--- src/rtl/lut_bank_ctrl_pkg.sv ---
// Shared types and sizing helpers for the double-banked LUT controller.
package lut_ctrl_pkg;

   typedef enum logic [1:0] {
      INIT    = 2'd0,
      IDLE    = 2'd1,
      PENDING = 2'd2
   } state_t;

   localparam int PX_WIDTH_DEFAULT = 10;
   localparam int LUT_DEPTH        = 2 ** PX_WIDTH_DEFAULT;

   // One extra bit so the fill counter walks both banks back to back.
   function automatic int fill_cnt_width(input int px_width);
      return px_width + 1;
   endfunction

   function automatic int lut_depth(input int px_width);
      return 2 ** px_width;
   endfunction

endpackage

--- src/rtl/lut_bank_ctrl_if.sv ---
// Host-side LUT write and commit handshake between the CSR block and the bank controller.
interface lut_bank_ctrl_if #(
   parameter int PX_WIDTH = 10
);

   logic                wr_valid;
   logic                wr_ready;
   logic [PX_WIDTH-1:0] wr_addr;
   logic [PX_WIDTH-1:0] wr_data;
   logic                commit;

   modport master (
      output wr_valid,
      output wr_addr,
      output wr_data,
      output commit,
      input  wr_ready
   );

   modport slave (
      input  wr_valid,
      input  wr_addr,
      input  wr_data,
      input  commit,
      output wr_ready
   );

endinterface

--- src/rtl/lut_bank_ctrl_swap_timer.sv ---
// Counts cycles spent waiting for a start-of-frame; flags expiry so the controller can force a swap.
module lut_swap_timer #(
   parameter int SWAP_TIMEOUT = 0
) (
   input  logic clk,
   input  logic rst_n,
   input  logic clear,
   input  logic enable,
   output logic expire
);

   localparam int TW = (SWAP_TIMEOUT > 1) ? $clog2(SWAP_TIMEOUT) : 1;
   localparam logic [TW-1:0] LAST = (SWAP_TIMEOUT > 0) ? TW'(SWAP_TIMEOUT - 1) : '0;

   logic [TW-1:0] count_q;

   always_ff @(posedge clk) begin
      if (!rst_n) begin
         count_q <= '0;
      end else if (clear) begin
         count_q <= '0;
      end else if (enable && !expire) begin
         count_q <= count_q + 1'b1;
      end
   end

   // A zero timeout means the swap is never forced.
   assign expire = (SWAP_TIMEOUT > 0) && enable && (count_q == LAST);

endmodule

--- src/rtl/lut_bank_ctrl.sv ---
// Double-banked LUT controller: identity fill after reset, host writes to the shadow bank, SOF-aligned swap.
module lut_bank_ctrl
   import lut_ctrl_pkg::*;
#(
   parameter int PX_WIDTH     = 10,
   parameter int SWAP_TIMEOUT = 0
) (
   input  logic                clk_i,
   input  logic                rst_n_i,
   lut_bank_ctrl_if.slave      host,
   input  logic                sof_valid_i,
   input  logic                sof_ready_i,
   input  logic                sof_user_i,
   output logic                mem_wr_en_o,
   output logic                mem_wr_bank_o,
   output logic [PX_WIDTH-1:0] mem_wr_addr_o,
   output logic [PX_WIDTH-1:0] mem_wr_data_o,
   output logic                active_bank_o,
   output logic                busy_o,
   output logic                swap_done_o,
   output logic                swap_forced_o
);

   localparam int CW = fill_cnt_width(PX_WIDTH);

   state_t              state_q, state_d;
   logic [CW-1:0]       fill_cnt_q;
   logic                pending_q;
   logic                active_q;
   logic                swap_done_q, swap_forced_q;
   logic                mem_en_q, mem_bank_q;
   logic [PX_WIDTH-1:0] mem_addr_q, mem_data_q;

   logic sof, expire, do_swap, forced, fill_last, wr_accept;

   assign sof       = sof_valid_i & sof_ready_i & sof_user_i;
   assign fill_last = &fill_cnt_q;
   assign wr_accept = host.wr_valid && (state_q == IDLE);

   assign host.wr_ready = (state_q == IDLE);
   assign busy_o        = (state_q != IDLE);
   assign active_bank_o = active_q;
   assign swap_done_o   = swap_done_q;
   assign swap_forced_o = swap_forced_q;
   assign mem_wr_en_o   = mem_en_q;
   assign mem_wr_bank_o = mem_bank_q;
   assign mem_wr_addr_o = mem_addr_q;
   assign mem_wr_data_o = mem_data_q;

   lut_swap_timer #(
      .SWAP_TIMEOUT (SWAP_TIMEOUT)
   ) u_swap_timer (
      .clk    (clk_i),
      .rst_n  (rst_n_i),
      .clear  (state_q != PENDING),
      .enable (state_q == PENDING),
      .expire (expire)
   );

   // A real SOF wins over a simultaneous timeout, so forced is only set without SOF.
   always_comb begin
      state_d = state_q;
      do_swap = 1'b0;
      forced  = 1'b0;
      case (state_q)
         INIT: begin
            if (fill_last) begin
               state_d = (pending_q || host.commit) ? PENDING : IDLE;
            end
         end
         IDLE: begin
            if (host.commit) begin
               state_d = PENDING;
            end
         end
         PENDING: begin
            if (sof || expire) begin
               state_d = IDLE;
               do_swap = 1'b1;
               forced  = !sof;
            end
         end
         default: state_d = INIT;
      endcase
   end

   always_ff @(posedge clk_i) begin
      if (!rst_n_i) begin
         state_q       <= INIT;
         fill_cnt_q    <= '0;
         pending_q     <= 1'b0;
         active_q      <= 1'b0;
         swap_done_q   <= 1'b0;
         swap_forced_q <= 1'b0;
         mem_en_q      <= 1'b0;
         mem_bank_q    <= 1'b0;
         mem_addr_q    <= '0;
         mem_data_q    <= '0;
      end else begin
         state_q       <= state_d;
         swap_done_q   <= do_swap;
         swap_forced_q <= forced;
         mem_en_q      <= 1'b0;
         if (do_swap) begin
            active_q <= ~active_q;
         end
         // Counter MSB picks the bank, the low bits are both address and identity data.
         if (state_q == INIT) begin
            fill_cnt_q <= fill_cnt_q + 1'b1;
            pending_q  <= (pending_q || host.commit) && !fill_last;
            mem_en_q   <= 1'b1;
            mem_bank_q <= fill_cnt_q[CW-1];
            mem_addr_q <= fill_cnt_q[PX_WIDTH-1:0];
            mem_data_q <= fill_cnt_q[PX_WIDTH-1:0];
         end else if (wr_accept) begin
            mem_en_q   <= 1'b1;
            mem_bank_q <= ~active_q;
            mem_addr_q <= host.wr_addr;
            mem_data_q <= host.wr_data;
         end
      end
   end

endmodule

--- src/flat_wrapper.sv ---
// flat-port wrapper written by rule: the top's interface ports become plain ports
module lut_bank_ctrl_flat import lut_ctrl_pkg::*;
#(
   parameter int PX_WIDTH     = 10,
   parameter int SWAP_TIMEOUT = 0
)
  (clk_i, rst_n_i, sof_valid_i, sof_ready_i, sof_user_i, mem_wr_en_o, mem_wr_bank_o, mem_wr_addr_o, mem_wr_data_o, active_bank_o, busy_o, swap_done_o, swap_forced_o, host_wr_valid, host_wr_addr, host_wr_data, host_commit, host_wr_ready);
  lut_bank_ctrl_if #(.PX_WIDTH(PX_WIDTH)) host_i ();
  input  logic clk_i;
  input  logic rst_n_i;
  input  logic sof_valid_i;
  input  logic sof_ready_i;
  input  logic sof_user_i;
  output logic mem_wr_en_o;
  output logic mem_wr_bank_o;
  output logic [PX_WIDTH-1:0] mem_wr_addr_o;
  output logic [PX_WIDTH-1:0] mem_wr_data_o;
  output logic active_bank_o;
  output logic busy_o;
  output logic swap_done_o;
  output logic swap_forced_o;
  input wire logic [$bits(host_i.wr_valid)-1:0] host_wr_valid;
  input wire logic [$bits(host_i.wr_addr)-1:0] host_wr_addr;
  input wire logic [$bits(host_i.wr_data)-1:0] host_wr_data;
  input wire logic [$bits(host_i.commit)-1:0] host_commit;
  output wire logic [$bits(host_i.wr_ready)-1:0] host_wr_ready;
  assign host_i.wr_valid = host_wr_valid;
  assign host_i.wr_addr = host_wr_addr;
  assign host_i.wr_data = host_wr_data;
  assign host_i.commit = host_commit;
  assign host_wr_ready = host_i.wr_ready;
  lut_bank_ctrl #(.PX_WIDTH(PX_WIDTH), .SWAP_TIMEOUT(SWAP_TIMEOUT)) u_core (.clk_i(clk_i), .rst_n_i(rst_n_i), .host(host_i), .sof_valid_i(sof_valid_i), .sof_ready_i(sof_ready_i), .sof_user_i(sof_user_i), .mem_wr_en_o(mem_wr_en_o), .mem_wr_bank_o(mem_wr_bank_o), .mem_wr_addr_o(mem_wr_addr_o), .mem_wr_data_o(mem_wr_data_o), .active_bank_o(active_bank_o), .busy_o(busy_o), .swap_done_o(swap_done_o), .swap_forced_o(swap_forced_o));
endmodule
--- config.mk ---
export PLATFORM = sky130hd
export DESIGN_NAME = lut_bank_ctrl_flat
export DESIGN_NICKNAME = d
export VERILOG_FILES = /design/src/rtl/lut_bank_ctrl_pkg.sv /design/src/rtl/lut_bank_ctrl_if.sv /design/src/rtl/lut_bank_ctrl_swap_timer.sv /design/src/rtl/lut_bank_ctrl.sv /design/src/flat_wrapper.sv
export SDC_FILE = /design/constraint.sdc
export NUM_CORES = 1
export LEC_CHECK = 0
export CAP_MARGIN = 20
export CORE_MARGIN = 10
export CORE_UTILIZATION = 48
export CTS_BUF_LIST = sky130_fd_sc_hd__clkbuf_4 sky130_fd_sc_hd__clkbuf_8
export CTS_CLUSTER_DIAMETER = 40
export DETAILED_ROUTE_END_ITERATION = 7
export HOLD_SLACK_MARGIN = 0.08
export PLACE_DENSITY = 0.82
export SLEW_MARGIN = 40
export SYNTH_ARGS = -nofsm -noshare
export SYNTH_HDL_FRONTEND = slang
export SYNTH_SLANG_ARGS = --single-unit
--- constraint.sdc ---
create_clock -name clk_i -period 2 [get_ports clk_i]
set_input_delay 0.4 -clock clk_i [delete_from_list [all_inputs] [get_ports clk_i]]
set_output_delay 0.4 -clock clk_i [all_outputs]
set_load 0.01 [all_outputs]
==> results.yml, run 1 <==
sta:
  tightestPinTransition_ps: 626
  timing.fmax_mhz: 527
  setup_violations: 0
  tns_ps: 0
  hold_violations: 0
  rsz0062_at_grt: "no"
  layout_min_cycle_time_ps: 1900
  clock_skew_ps: 3.68
  finalCritPeriodShare_pct: 94.8
  slew_headroom_pct: 58.2
  final-max-slew-violation-count: 0
global_route:
  grt_pass1_wl_mm: 8.03
  grtUsageTotal_pct: 15.2
  antenna_found_initial: 0
  grt_pass1_vias: 1722
  overflow: 0
  grt_max_degree: 35
setup_path:
  crit_family: "buffers and inverters"
  cpMaxStageDelayCell: "clkdlybuf4s50_1"
  critPathRequiredTime_ps: 1600
  worstSetupPathType: "register to output pin"
  end_kind: "output pin"
  crit_buf_inv: 1
  cp_max_fo: 3
  start_kind: "register"
  crit_arrival_ps: 1500
  path_cells: "nor2b_1, clkdlybuf4s50_1"
  worst_path_largest_cell_delay_ps: 600
clocking:
  cts.sinks: 39
  ctsLongestPathBuffers: 2
  cts_resized: 0
  insertion_delay_ps: 290
  htree_levels: 2
  clockRootBuffer: "clkbuf_8"
  clk_pin_slew_ps: 60
  cts_tree: "yes"
  post_cts_buffers: 0
  cts_made_buffers: 5
  hold_buffers: 0
pwr:
  p_int_mw: 1.11
  power_frac_comb_pct: 8.7
  p_leak_nw: 0.794
  power.density_mw_per_mm2: 592
  p_switching_uw: 312
  clock_power_share_pct: 34.9
  p_seq_share_pct: 56.4
  peakVddDrop_v: 0.000507
  switching_share_pct: 21.8
drt:
  drt_pass1_iterations: 4
  wl_met2_mm: 2.37
  ant_nets: 0
  wl_met1_mm: 2.08
  route.detailed.drc: 0
  route.met3.wl_um: 419
  post_drt_wl_per_cell_um: 16.6
  highest-signal-layer: "met4"
  drt-initial-drc-count: 175
  wl_mm: 4.99
  via_per_inst: 5.87
  vias: 1762
floorplanning:
  initial_core_util_pct: 51.2
  die_y_um: 80.6
  io_pins: 54
  die_area_mm2: 0.00649
  die-width_um: 80.6
  rows: 21
  core_region_area_mm2: 0.00344
place:
  hpwl_mm: 3.56
  port_buffers: 53
  placed_area_mm2: 0.00233
  gp_congestion: 0.883
  post-place-cells: 294
layout:
  mostFrequentLayoutCells: "clkdlybuf4s50_1, dfxtp_1, a21oi_1"
  fin_cells: 300
  final_area_mm2: 0.00241
  syn_to_final_growth_pct: 36.7
  finalCoreUtilization_pct: 70.0
  final_common_cell: "clkdlybuf4s50_1"
  finalNetCount: 283
  diodes: 0
  drive_above_1_share_pct: 7.48
yosys:
  ys_ff_latch: 39
  postSynthCellCount: 204
  synth_cell_type_count: 33
  synth_area_leaders: "dfxtp_1, a311oi_1, a21oi_1"
  synth_largest_area_cell: "dfxtp_1"
  synthXorXnorAreaFrac_pct: 0.994
  syn_nets: 232
  synthMuxAreaShare_pct: 1.14
  yosys.area_share.simple_pct: 16.8
  syn_avg_cell_area_um2: 8.64
  synth_top_area_share_pct: 44.3
  yosys_warnings: 0
  seq_area_frac_synth_pct: 44.3
  synth_fa_ha_area_share_pct: 0.710
  synth_area_mm2: 0.00176
  synth_top_family_by_area: "compound AO/OA/AOI/OAI gates"
  synth_compound_area_share_pct: 29.8
run:
  cap_violations: 0
outcome:
  status: "completed"
worst_hold_path:
  holdCritPathClass: "register to register"
worst reg2reg max path, delay by kind of cell, from the launching register on:
family / cells / cell delay [ps]
buffers and inverters: 1 / 170
flip-flops: 1 / 320
AND/OR/NAND/NOR: 3 / 1030
flip-flops by register name, indices dropped and copies added (netlist names):
name / cells
u_core.fill_cnt_q: 11
u_core.mem_wr_addr_o: 10
u_core.mem_wr_bank_o: 1
u_core.mem_wr_data_o: 10
u_core.mem_wr_en_o: 1
u_core.swap_forced_o: 1
u_core.pending_q: 1
u_core.state_q: 2
u_core.active_bank_o: 1
u_core.swap_done_o: 1
cells in the mapped netlist:
cell / n
dfxtp_1: 39
a21oi_1: 29
o21ai_0: 26
a311oi_1: 20
nand2_1: 16
clkbuf_1: 14
nor2_1: 6
inv_1: 5
nor2b_1: 4
o31ai_1: 4
or4_1: 4
nand2b_1: 3
nand3_1: 3
nor3b_1: 3
or3_1: 3
buf_2: 2
buf_6: 2
mux2i_1: 2
nand4_1: 2
nor3_1: 2
nor4_1: 2
xnor2_1: 2
a211oi_2: 1
a22oi_1: 1
a31oi_1: 1
clkinv_1: 1
conb_1: 1
ha_1: 1
nand4bb_4: 1
o221a_2: 1
o22ai_1: 1
or3b_1: 1
or4_4: 1
routing by layer:
metal,vias to the layer above,GRT usage [%]
li1,860,-
met1,825,17.6
met2,65,24.3
met3,12,5.57
met4,0,7.22
met5,-,0
worst paths after layout:
kind                                                         start                            endpoint  slack [ps]  depth (start not counted)
worst max-delay path                u_core.state_q[0]$_SDFFE_PN0P_                       host_wr_ready         100                          2
worst min-delay path            u_core.fill_cnt_q[10]$_SDFFE_PN0N_  u_core.fill_cnt_q[10]$_SDFFE_PN0N_         510                          2
worst max register to register      u_core.state_q[0]$_SDFFE_PN0P_       u_core.pending_q$_SDFFE_PN0N_         360                          4
worst min register to register  u_core.fill_cnt_q[10]$_SDFFE_PN0N_  u_core.fill_cnt_q[10]$_SDFFE_PN0N_         510                          2
power groups by stage:
stage	clock, mW	sequential [mW]	combinational [mW]
floorplan	0	0.823	0.0369
global placement	0	0.821	0.123
detailed placement	0	0.821	0.124
CTS	0.501	0.804	0.125
global route	0.528	0.805	0.136
finish	0.498	0.804	0.124
layout make-up:
| cell class | count | area (um^2) |
|---|---|---|
| Clock buffer | 6 | 76.3 |
| Fill cell | 276 | 1030 |
| Inverter | 6 | 22.5 |
| Multi-Input combinational cell | 141 | 873 |
| Sequential cell | 39 | 781 |
| Tap cell | 46 | 57.6 |
| Timing Repair Buffer | 62 | 598 |
kinds of logic after synthesis:
| group | count (synthesis) |
|---|---|
| AOI/OAI and AO/OA | 84 |
| and+or+nand+nor | 51 |
| DFF | 39 |
| buffers and inverters | 24 |
| xor gates and xnor gates | 2 |
| muxes | 2 |
| adders and majority gates | 1 |
| other | 1 |
stage by stage:
step	hold slack [ps]	power, mW	setup slack, ps
floorplan	456	0.860	576
global placement	476	0.944	301
detailed placement	494	0.945	271
CTS	504	1.43	103
global route	531	1.47	34.0
finish	505	1.43	104
(Power assumes the default switching activity.)
==> inputs of run 2 (changes only) <==
Settings changed: PLACE_DENSITY 0.82 to 0.91, SLEW_MARGIN 40 to 20.
==> run 2 against run 1 <==
Clock skew is 2.9 ps higher. Sequential cell count stayed put. Sequential power about the same. Cell count up 0.33%. Routed wire length decreased by 0.42%. Highest routed layer unchanged.
==> results.yml, run 2 (synthesis gave the netlist of run 1 again) <==
outcome:
  status: "completed"
layout:
  diodes: 0
  final_area_mm2: 0.00242
  final_common_cell: "clkdlybuf4s50_1"
  finalNetCount: 282
  largest-register: "u_core.fill_cnt_q"
  mostFrequentLayoutCells: "clkdlybuf4s50_1, dfxtp_1, a21oi_1"
  syn_to_final_growth_pct: 37.1
  drive_above_1_share_pct: 8.24
  largest_register_ffs: 11
pwr:
  switching_share_pct: 23.7
  p_leak_nw: 0.788
  p_seq_share_pct: 55.2
  p_total_mw: 1.46
  clock_power_share_pct: 36.3
  p_switching_uw: 344
  peakVddDrop_v: 0.000428
  power_frac_comb_pct: 8.6
  power.density_mw_per_mm2: 602
  p_int_mw: 1.11
global_route:
  grtUsageTotal_pct: 15.1
  grt_max_degree: 35
  grt_pass1_vias: 1702
  grt_pass1_wl_mm: 7.94
  antenna_found_initial: 0
  overflow: 0
setup_path:
  reg2reg_from: "u_core.state_q[0]$_SDFFE_PN0P_"
  start_kind: "register"
  critPathLaunch: "u_core.state_q[0]$_SDFFE_PN0P_"
  end_kind: "output pin"
  worstSetupPathType: "register to output pin"
  crit_arrival_ps: 1490
  cp_max_fo: 5
  critPathRequiredTime_ps: 1600
clocking:
  clk_pin_slew_ps: 80
  cts_made_buffers: 5
  post_cts_buffers: 0
  hold_buffers: 0
  cts.sinks: 39
  ctsLongestPathBuffers: 2
  cts_tree: "yes"
  clockRootBuffer: "clkbuf_8"
  insertion_delay_ps: 290
  htree_levels: 2
drt:
  drt_pass1_iterations: 4
  via_per_inst: 5.78
  post_drt_wl_per_cell_um: 16.5
  route.detailed.drc: 0
  ant_nets: 0
  drt-initial-drc-count: 161
  wl_mm: 4.97
  vias: 1741
floorplanning:
  initial_core_util_pct: 51.2
  core_region_area_mm2: 0.00344
  die_area_mm2: 0.00649
  die-width_um: 80.6
  io_pins: 54
  rows: 21
  die_y_um: 80.6
sta:
  hold_violations: 0
  setup_violations: 0
  layout_min_cycle_time_ps: 1890
  clock_skew_ps: 6.54
  final-max-slew-violation-count: 0
  tightestPinTransition_ps: 606
  rsz0062_at_grt: "no"
  timing.fmax_mhz: 529
  tns_ps: 0
  fin_ws_ps: 109
  finalCritPeriodShare_pct: 94.5
  slew_headroom_pct: 59.6
place:
  dpl_worst_slack_ps: 212
  gp_congestion: 0.893
  hpwl_mm: 3.67
  port_buffers: 53
  placed_area_mm2: 0.00232
run:
  cap_violations: 0
worst_hold_path:
  hold_start: "u_core.fill_cnt_q[10]$_SDFFE_PN0N_"
  holdCritPathClass: "register to register"
-- run 2: cell count changes in the layout (fill, tap and decap cells not counted), sizes merged --
cell / change
clkinv: +1
clkbuf: -1
clkinvlp: +2
buf: -1
-- run 2: what timing repair did --
item | 4_1_cts | 5_1_grt
setup endpoints to repair | 0 | 2
endpoints found under the hold margin | 0 | 0
resized for setup | 0 | 1
-- run 2: final cells by class --
| class | count | area [um^2] |
|---|---|---|
| clock buffer | 5 | 68.8 |
| clock inverter | 3 | 20.0 |
| fill | 269 | 1030 |
| inverter | 6 | 22.5 |
| multi-input combinational | 141 | 876 |
| sequential | 39 | 781 |
| tap | 46 | 57.6 |
| timing repair buffer | 61 | 591 |
-- run 2: critical path, cell delays in order, from the launching register on --
cell and delay, ps:
dfxtp_1 410, nor2b_2 220, clkdlybuf4s50_1 560
-- run 2: per-layer routing --
metal  GRT usage [%]  vias up  part of all wire (%)
met4            4.93        0                   1.6
met2            25.0       56                    50
met3            5.46        7                   8.3
met5               0        -                     0
li1                -      866                     -
met1            17.5      812                    40
-- run 2: path summary, 6_finish.rpt --
kind	endpoint	slack, ps	cells past startpoint
setup / recovery	host_wr_ready	110	2
hold reg to reg	u_core.fill_cnt_q[10]$_SDFFE_PN0N_	500	2
setup reg to reg	u_core.fill_cnt_q[3]$_SDFFE_PN0N_	360	4
hold / removal	u_core.fill_cnt_q[10]$_SDFFE_PN0N_	500	2
-- run 2: power by group through the flow --
stage / registers [mW] / logic (mW) / clock network, mW
6_report: 0.803 / 0.125 / 0.528
5_1_grt: 0.805 / 0.137 / 0.564
4_1_cts: 0.803 / 0.125 / 0.529
3_5_place_dp: 0.821 / 0.124 / 0
3_3_place_gp: 0.820 / 0.123 / 0
2_1_floorplan: 0.823 / 0.0369 / 0
-- run 2: through the flow --
stage / instances / utilization [%] / hold WS [ps]
finish: 301 / 70.2 / 503
global route: 301 / 70.2 / 530
CTS: 301 / 70.1 / 507
detailed placement: 293 / 67.5 / 497
global placement: 293 / 67.5 / 482
floorplan: 204 / - / 456
